**config.mk**
```make
export PLATFORM = sky130hd
export DESIGN_NAME = joy_scan
export DESIGN_NICKNAME = d
export VERILOG_FILES = /design/src/rtl/joy_scan.sv
export SDC_FILE = /design/constraint.sdc
export NUM_CORES = 1
export LEC_CHECK = 0
export BUFFER_PORTS_ARGS = -buffer_cell sky130_fd_sc_hd__buf_2
export CAP_MARGIN = 30
export CORE_ASPECT_RATIO = 0.8
export CORE_MARGIN = 4
export CORE_UTILIZATION = 51
export CTS_CLUSTER_DIAMETER = 40
export DETAILED_ROUTE_END_ITERATION = 7
export GPL_ROUTABILITY_DRIVEN = 0
export HOLD_SLACK_MARGIN = 0.05
export PLACE_DENSITY = 0.76
export SLEW_MARGIN = 20
export SYNTH_ARGS = -nofsm -noshare
export SYNTH_HDL_FRONTEND = slang
export SYNTH_SLANG_ARGS = --single-unit
```
**constraint.sdc**
```tcl
create_clock -name clock -period 1.6 [get_ports clock]
set_input_delay 0.4 -clock clock [delete_from_list [all_inputs] [get_ports clock]]
set_output_delay 0.4 -clock clock [all_outputs]
set_load 0.01 [all_outputs]
```
**src/rtl/joy_scan.sv**
```systemverilog
// Multi-port Mega Drive pad scanner: one shared select sequencer drives every
// port, and a per-port lane samples, classifies and publishes the button word.

module joy_scan_lane #(
  parameter int ACTIVE_LOW = 1
) (
  input  logic        clock,
  input  logic        reset_n,
  input  logic [5:0]  pins,      // {d9, d6, d4, d3, d2, d1}
  input  logic        smp_h1,
  input  logic        smp_l1,
  input  logic        smp_l3,
  input  logic        smp_h4,
  input  logic        commit,
  output logic [11:0] joy,
  output logic        present,
  output logic        six
);
  // X, Y, Z and Mode only exist on a 6-button pad
  localparam logic [11:0] SIX_ONLY = 12'hE04;

  logic [5:0]  sync1, sync2, lvl;
  logic [11:0] sh_joy;
  logic        sh_pres, sh_six;

  always_ff @(posedge clock) begin
    sync1 <= pins;
    sync2 <= sync1;
  end

  // button storage is active-high; detection below always tests raw lows
  assign lvl = (ACTIVE_LOW != 0) ? ~sync2 : sync2;

  always_ff @(posedge clock) begin
    if (!reset_n) begin
      sh_joy  <= '0;
      sh_pres <= 1'b0;
      sh_six  <= 1'b0;
      joy     <= '0;
      present <= 1'b0;
      six     <= 1'b0;
    end else begin
      if (smp_h1) begin
        sh_joy[4] <= lvl[0];
        sh_joy[5] <= lvl[1];
        sh_joy[6] <= lvl[2];
        sh_joy[7] <= lvl[3];
        sh_joy[0] <= lvl[4];
        sh_joy[8] <= lvl[5];
      end
      if (smp_l1) begin
        sh_joy[1] <= lvl[4];
        sh_joy[3] <= lvl[5];
        sh_pres   <= ~sync2[2] & ~sync2[3];
      end
      if (smp_l3)
        sh_six <= ~|sync2[3:0];
      if (smp_h4 && sh_six) begin
        sh_joy[9]  <= lvl[0];
        sh_joy[10] <= lvl[1];
        sh_joy[11] <= lvl[2];
        sh_joy[2]  <= lvl[3];
      end
      if (commit) begin
        present <= sh_pres;
        six     <= sh_pres & sh_six;
        if (!sh_pres)
          joy <= '0;
        else if (!sh_six)
          joy <= sh_joy & ~SIX_ONLY;
        else
          joy <= sh_joy;
      end
    end
  end
endmodule

module joy_scan #(
  parameter int STEP_TICKS  = 500,
  parameter int FRAME_STEPS = 16,
  parameter int PORTS       = 2,
  parameter int ACTIVE_LOW  = 1
) (
  input  logic                  clock,
  input  logic                  reset_n,
  input  logic [PORTS-1:0]      pin_d1,
  input  logic [PORTS-1:0]      pin_d2,
  input  logic [PORTS-1:0]      pin_d3,
  input  logic [PORTS-1:0]      pin_d4,
  input  logic [PORTS-1:0]      pin_d6,
  input  logic [PORTS-1:0]      pin_d9,
  output logic [PORTS-1:0]      pin_d7,
  output logic [12*PORTS-1:0]   joy,
  output logic [PORTS-1:0]      present,
  output logic [PORTS-1:0]      six,
  output logic                  valid
);
  localparam int              TW     = (STEP_TICKS > 1) ? $clog2(STEP_TICKS) : 1;
  localparam logic [TW-1:0]   T_LAST = TW'(STEP_TICKS - 1);
  localparam logic [3:0]      S_LAST = 4'(FRAME_STEPS - 1);

  localparam logic [3:0] ST_H1     = 4'd1;
  localparam logic [3:0] ST_L1     = 4'd2;
  localparam logic [3:0] ST_FALL2  = 4'd3;
  localparam logic [3:0] ST_FALL3  = 4'd5;
  localparam logic [3:0] ST_L3     = 4'd6;
  localparam logic [3:0] ST_H4     = 4'd7;
  localparam logic [3:0] ST_COMMIT = 4'd8;

  logic [TW-1:0] t;
  logic [3:0]    step;
  logic          tick, sel;
  logic          smp_h1, smp_l1, smp_l3, smp_h4, commit;

  logic [PORTS-1:0][5:0]  lane_pins;
  logic [PORTS-1:0][11:0] lane_joy;

  assign tick = (t == T_LAST);

  // each step's action happens on its last tick, so samples see the phase
  // that is ending before select moves
  always_ff @(posedge clock) begin
    if (!reset_n) begin
      t     <= '0;
      step  <= '0;
      sel   <= 1'b1;
      valid <= 1'b0;
    end else begin
      valid <= 1'b0;
      if (tick) begin
        t    <= '0;
        step <= (step == S_LAST) ? 4'd0 : step + 4'd1;
        case (step)
          ST_H1, ST_FALL2, ST_FALL3, ST_H4: sel <= 1'b0;
          ST_COMMIT: begin
            sel   <= 1'b1;
            valid <= 1'b1;
          end
          default: sel <= 1'b1;
        endcase
      end else begin
        t <= t + TW'(1);
      end
    end
  end

  assign smp_h1 = tick && (step == ST_H1);
  assign smp_l1 = tick && (step == ST_L1);
  assign smp_l3 = tick && (step == ST_L3);
  assign smp_h4 = tick && (step == ST_H4);
  assign commit = tick && (step == ST_COMMIT);

  assign pin_d7 = {PORTS{sel}};
  assign joy    = lane_joy;

  for (genvar p = 0; p < PORTS; p++) begin : g_lane
    assign lane_pins[p] = {pin_d9[p], pin_d6[p], pin_d4[p],
                           pin_d3[p], pin_d2[p], pin_d1[p]};

    joy_scan_lane #(.ACTIVE_LOW(ACTIVE_LOW)) u_lane (
      .clock   (clock),
      .reset_n (reset_n),
      .pins    (lane_pins[p]),
      .smp_h1  (smp_h1),
      .smp_l1  (smp_l1),
      .smp_l3  (smp_l3),
      .smp_h4  (smp_h4),
      .commit  (commit),
      .joy     (lane_joy[p]),
      .present (present[p]),
      .six     (six[p])
    );
  end
endmodule

```
==> impl_summary.log <==
INFO  metric result_of_the_run = completed
INFO  metric critical_path_arrival = approximately 1.9 ns
INFO  metric crit_type = reg -> reg
INFO  metric drv.max_cap_violation_count = 0
INFO  metric clock_tree.buffer_depth = 2
INFO  metric drt-vias-per-instance = between 5 and 6
INFO  metric p_seq_share = between 60% and 70%
INFO  metric multi_input_comb_area = 0.001520 mm²
INFO  metric tritoncts = built
INFO  metric clock_sink_count = 95
INFO  metric antennaDiodeCount = 0
INFO  metric max_freq = 636.7 MHz
INFO  metric timing.critical_path.slowest_stage_cell = dfxtp_4
INFO  metric cell_internal_pwr = slightly above 3000 µW
INFO  metric proportion_of_netlist_area_held_by_the_largest_area_contributor = a little over half
INFO  metric starting_density_of_the_core = between 50% and 60%
INFO  metric cp.required = 1.89 ns
INFO  metric core = approximately 0.0066 mm²
INFO  metric synthesis.area_per_instance = approximately 10 µm²
INFO  metric power.share.combinational = between 2 and 3%
INFO  metric holdCritStartpoint = pin_d2[0]
INFO  metric io-pin-count = 45
INFO  metric port_buffers = 44
INFO  metric synth_enable_flop_cells = 0
INFO  metric synthesis.area = between 0.003 and 0.004 mm²
INFO  metric whs_path_depth = 1
INFO  metric slowest_delay = about 0.38 ns
INFO  metric endpoint_kind = register
INFO  metric met2WireLength = 3166 µm
INFO  metric standby_leakage_power = approximately 0.0017 µW
INFO  metric dr.first_iter.drc_count = 99
INFO  metric hold_buffers = 0
INFO  metric detail_route.wirelength.met1 = 3287 µm
INFO  metric placed_area = around 0.0039 mm²
INFO  metric fin_nets = about 420
INFO  metric slew_violations = 0
INFO  metric yosysUniqueCellTypes = 39
INFO  metric setup.worst_path.start = t[1]$_SDFF_PP0_
INFO  metric pre_cts_slack = -0.08004 ns
INFO  metric family_with_the_most_delay_on_the_worst_path = simple AND/OR/NAND/NOR gates
INFO  metric path_clk_slew = approximately 0.090 ns
INFO  metric asyncSetResetFlopFracSynth = 0%
INFO  metric power.share.clock = a little under two fifths
INFO  metric postLayoutSetupSlackWorst = around 0.029 ns
INFO  metric cell_area_power_density = between 900 and 1000 mW/mm²
INFO  metric cts_root_buffer = clkbuf_8
INFO  metric timing.critical_path.fanout_max = 6
INFO  metric cp_cell_sequence = ha_4 -> nand4bb_4 -> nor4_4 -> buf_4 -> buf_6 -> mux2i_1
INFO  metric final.setup.tns = 0 ns
INFO  metric crit_path_start_kind = register
INFO  metric final_min_period_over_clock_period = 98.16%
INFO  metric post-route-util = roughly 64%
INFO  metric tightestPinTransition = between 0.4 and 0.5 ns
INFO  metric dp_hpwl = roughly 4700 µm
INFO  metric yosys.area.top_type = dfxtp_1
INFO  metric r2r.worst_path.cells = 6
INFO  metric clk-insertion-delay-late = 0.36 ns
INFO  metric power.share.switching = around 23%
INFO  metric grt_antenna_before_repair = 0
INFO  metric tritoncts.num_buffers = 9
INFO  metric pin_count_of_the_biggest_net_entering_global_routing = 33
INFO  metric wirelength = between 6000 and 7000 µm
INFO  metric number_of_synthesized_register_bits = 95
INFO  metric aggregate_global_routing_overflow = 0
INFO  metric fin_area = roughly 0.0042 mm²
INFO  metric report.final.hold_viol_count = 0
INFO  metric num_vias = 2533
INFO  metric drcViolationCount = 0
INFO  metric worst_clock_skew = 0.008970 ns
INFO  metric path_depth = 6
INFO  metric die_height = a little over 80 µm
INFO  metric htree_levels = 3
INFO  metric post_drt_wl_per_cell = ~14 µm
INFO  metric final_cell_count_no_fill = just under 500
INFO  metric timing.final.crit_period = roughly 1.6 ns
INFO  metric netSwitchingPower = between 900 and 1000 µW
INFO  metric grt_setup_unrepaired = true
INFO  metric routed-wl-met3 = 392 µm
INFO  metric length_of_the_first_detailed_routing_pass_in_iterations = 4
INFO  metric placement_rows = 26
INFO  metric route.antenna.remaining_nets = 0
INFO  metric num-fill-cells = approximately 560
INFO  metric grt_first_pass_wirelength = 11500 µm
INFO  metric flip_flop_and_latch_area = 0.001912 mm²
INFO  metric min_path_type = in -> reg
INFO  metric syn-instance-count = 350
INFO  metric first_global_vias = approximately 2500
INFO  metric ir_worst_vdd = ~660 µV
INFO  metric placed_cells = 472
INFO  metric synthTopCellsByArea = dfxtp_1, mux2i_1, nand2_1
INFO  metric groute.usage.overall = between 10% and 20%
INFO  metric area_delta_synth_final = 18.21%
INFO  metric setup_viol = 0
INFO  metric layout-drive-gt1-share = about a quarter
INFO  metric rr_startpoint = t[1]$_SDFF_PP0_
INFO  metric dieWidth = between 100 and 150 µm
INFO  metric synth_seq_area_share = a little over half
INFO  metric ys.warnings.count = 0
INFO  metric die_area = approximately 0.0084 mm²
INFO  metric total_buffers_and_inverters_traversed_by_the_critical_path = 2
INFO  metric highest_routed_metal_layer = met4
INFO  metric slew-limit-headroom = 72.03%
INFO  metric synth_nets = 369
INFO  metric most_common_flop_cell_mapped_by_yosys = dfxtp_1
## layer usage
| metal | up-vias | global-route usage, % |
|---|---|---|
| met4 | 0 | 6.375 |
| met2 | 54 | 29.18 |
| li1 | 1287 | - |
| met1 | 1176 | 21.80 |
| met5 | - | 0 |
| met3 | 16 | 5.290 |
## worst register-to-register path, cell delays in order, from the launching register on
cell	delay, ns
dfxtp_4	0.38
ha_4	0.17
nand4bb_4	0.15
nor4_4	0.26
buf_4	0.19
buf_6	0.15
mux2i_1	0.21
## cells in the mapped netlist (2+ instances only)
| cell type | instances |
|---|---|
| dfxtp_1 | 95 |
| nand2_1 | 82 |
| mux2i_1 | 55 |
| nand2b_1 | 13 |
| nand3_1 | 8 |
| nor2_1 | 8 |
| a21oi_1 | 7 |
| buf_4 | 7 |
| buf_1 | 6 |
| buf_2 | 6 |
| nand4_1 | 6 |
| clkbuf_1 | 5 |
| ha_1 | 5 |
| o21ai_0 | 5 |
| and3_1 | 4 |
| inv_1 | 4 |
| and2_1 | 3 |
| a31oi_1 | 2 |
| buf_6 | 2 |
| mux2_2 | 2 |
| nand4_2 | 2 |
| nand4b_1 | 2 |
| nor3_1 | 2 |
| or3_1 | 2 |
| or4_1 | 2 |
| xnor2_1 | 2 |
## power by group through the flow
stage | logic (µW) | clock network (µW) | registers [µW]
finish | 102 | 1500 | 2430
global route | 114 | 1630 | 2430
CTS | 104 | 1530 | 2430
detailed placement | 99.3 | 0 | 2480
global placement | 97.3 | 0 | 2480
floorplan | 59.6 | 0 | 2470
## worst paths after layout
kind                                                        endpoint  slack (ns)
worst max register to register  g_lane[0].u_lane.joy[9]$_SDFFE_PN0P_        0.03
worst min-delay path               g_lane[0].u_lane.sync1[1]$_DFF_P_        0.13
worst max-delay path            g_lane[0].u_lane.joy[9]$_SDFFE_PN0P_        0.03
worst min register to register     g_lane[1].u_lane.sync2[0]$_DFF_P_        0.33
## logic make-up after synthesis
kind of cell / synth area share [%]
AOI/OAI and AO/OA: 2.753
xor gates and xnor gates: 0.7414
adders and majority gates: 1.765
buffers and inverters: 4.553
DFF: 53.65
muxes: 16.17
and+or+nand+nor: 20.37
## state kept, by name (all words and copies together), names as in the netlist
name / cells
g_lane.u_lane.sync1: 12
g_lane.u_lane.sh_six: 2
g_lane.u_lane.sh_joy: 24
step: 4
sel: 1
g_lane.u_lane.sync2: 12
g_lane.u_lane.sh_pres: 2
g_lane.u_lane.joy: 24
t: 9
g_lane.u_lane.six: 2
valid: 1
g_lane.u_lane.present: 2
## metrics by stage
step | power (µW) | hold WS, ns
after global placement | 2574 | 0.3099
after CTS | 4062 | 0.1204
final | 4030 | 0.1330
after global routing | 4174 | 0.1134
after floorplan | 2532 | 0.3096
after detailed placement | 2579 | 0.3121
## layout by cell type, fill, tap and decap left out, types with 2 or more instances in the layout
| cell | n |
|---|---|
| and2_1 | 3 |
| inv_6 | 2 |
| or3_1 | 2 |
| nor2_1 | 8 |
| clkbuf_8 | 11 |
| dfxtp_4 | 2 |
| dfxtp_1 | 91 |
| o21ai_0 | 5 |
| dfxtp_2 | 2 |
| nand4_2 | 2 |
| nor3_1 | 2 |
| inv_1 | 4 |
| nand3_1 | 8 |
| buf_6 | 2 |
| a31oi_1 | 2 |
| clkinv_2 | 2 |
| buf_4 | 21 |
| xnor2_1 | 2 |
| nand4_1 | 6 |
| and3_1 | 4 |
| mux2i_1 | 54 |
| a21oi_1 | 7 |
| nand2b_1 | 13 |
| buf_12 | 2 |
| nand4b_1 | 2 |
| or4_1 | 2 |
| buf_2 | 44 |
| nand2_1 | 82 |
| mux2_2 | 2 |
| ha_1 | 4 |
## area by class of cell
cell class / instances / area share [%]
Clock inverter: 5 / 0.9256
Sequential cell: 95 / 45.63
Inverter: 4 / 0.3583
Multi-Input combinational cell: 225 / 36.28
Timing Repair Buffer: 70 / 10.69
Clock buffer: 11 / 3.613
Tap cell: 84 / 2.508
## timing repair
action	4_1_cts	5_1_grt
gates resized for setup	8	10
setup buffers	3	2
pin swaps	0	1
endpoints found under the setup margin	54	47
gates cloned	1	1
No activity file was read; power rests on OpenSTA's default activity.
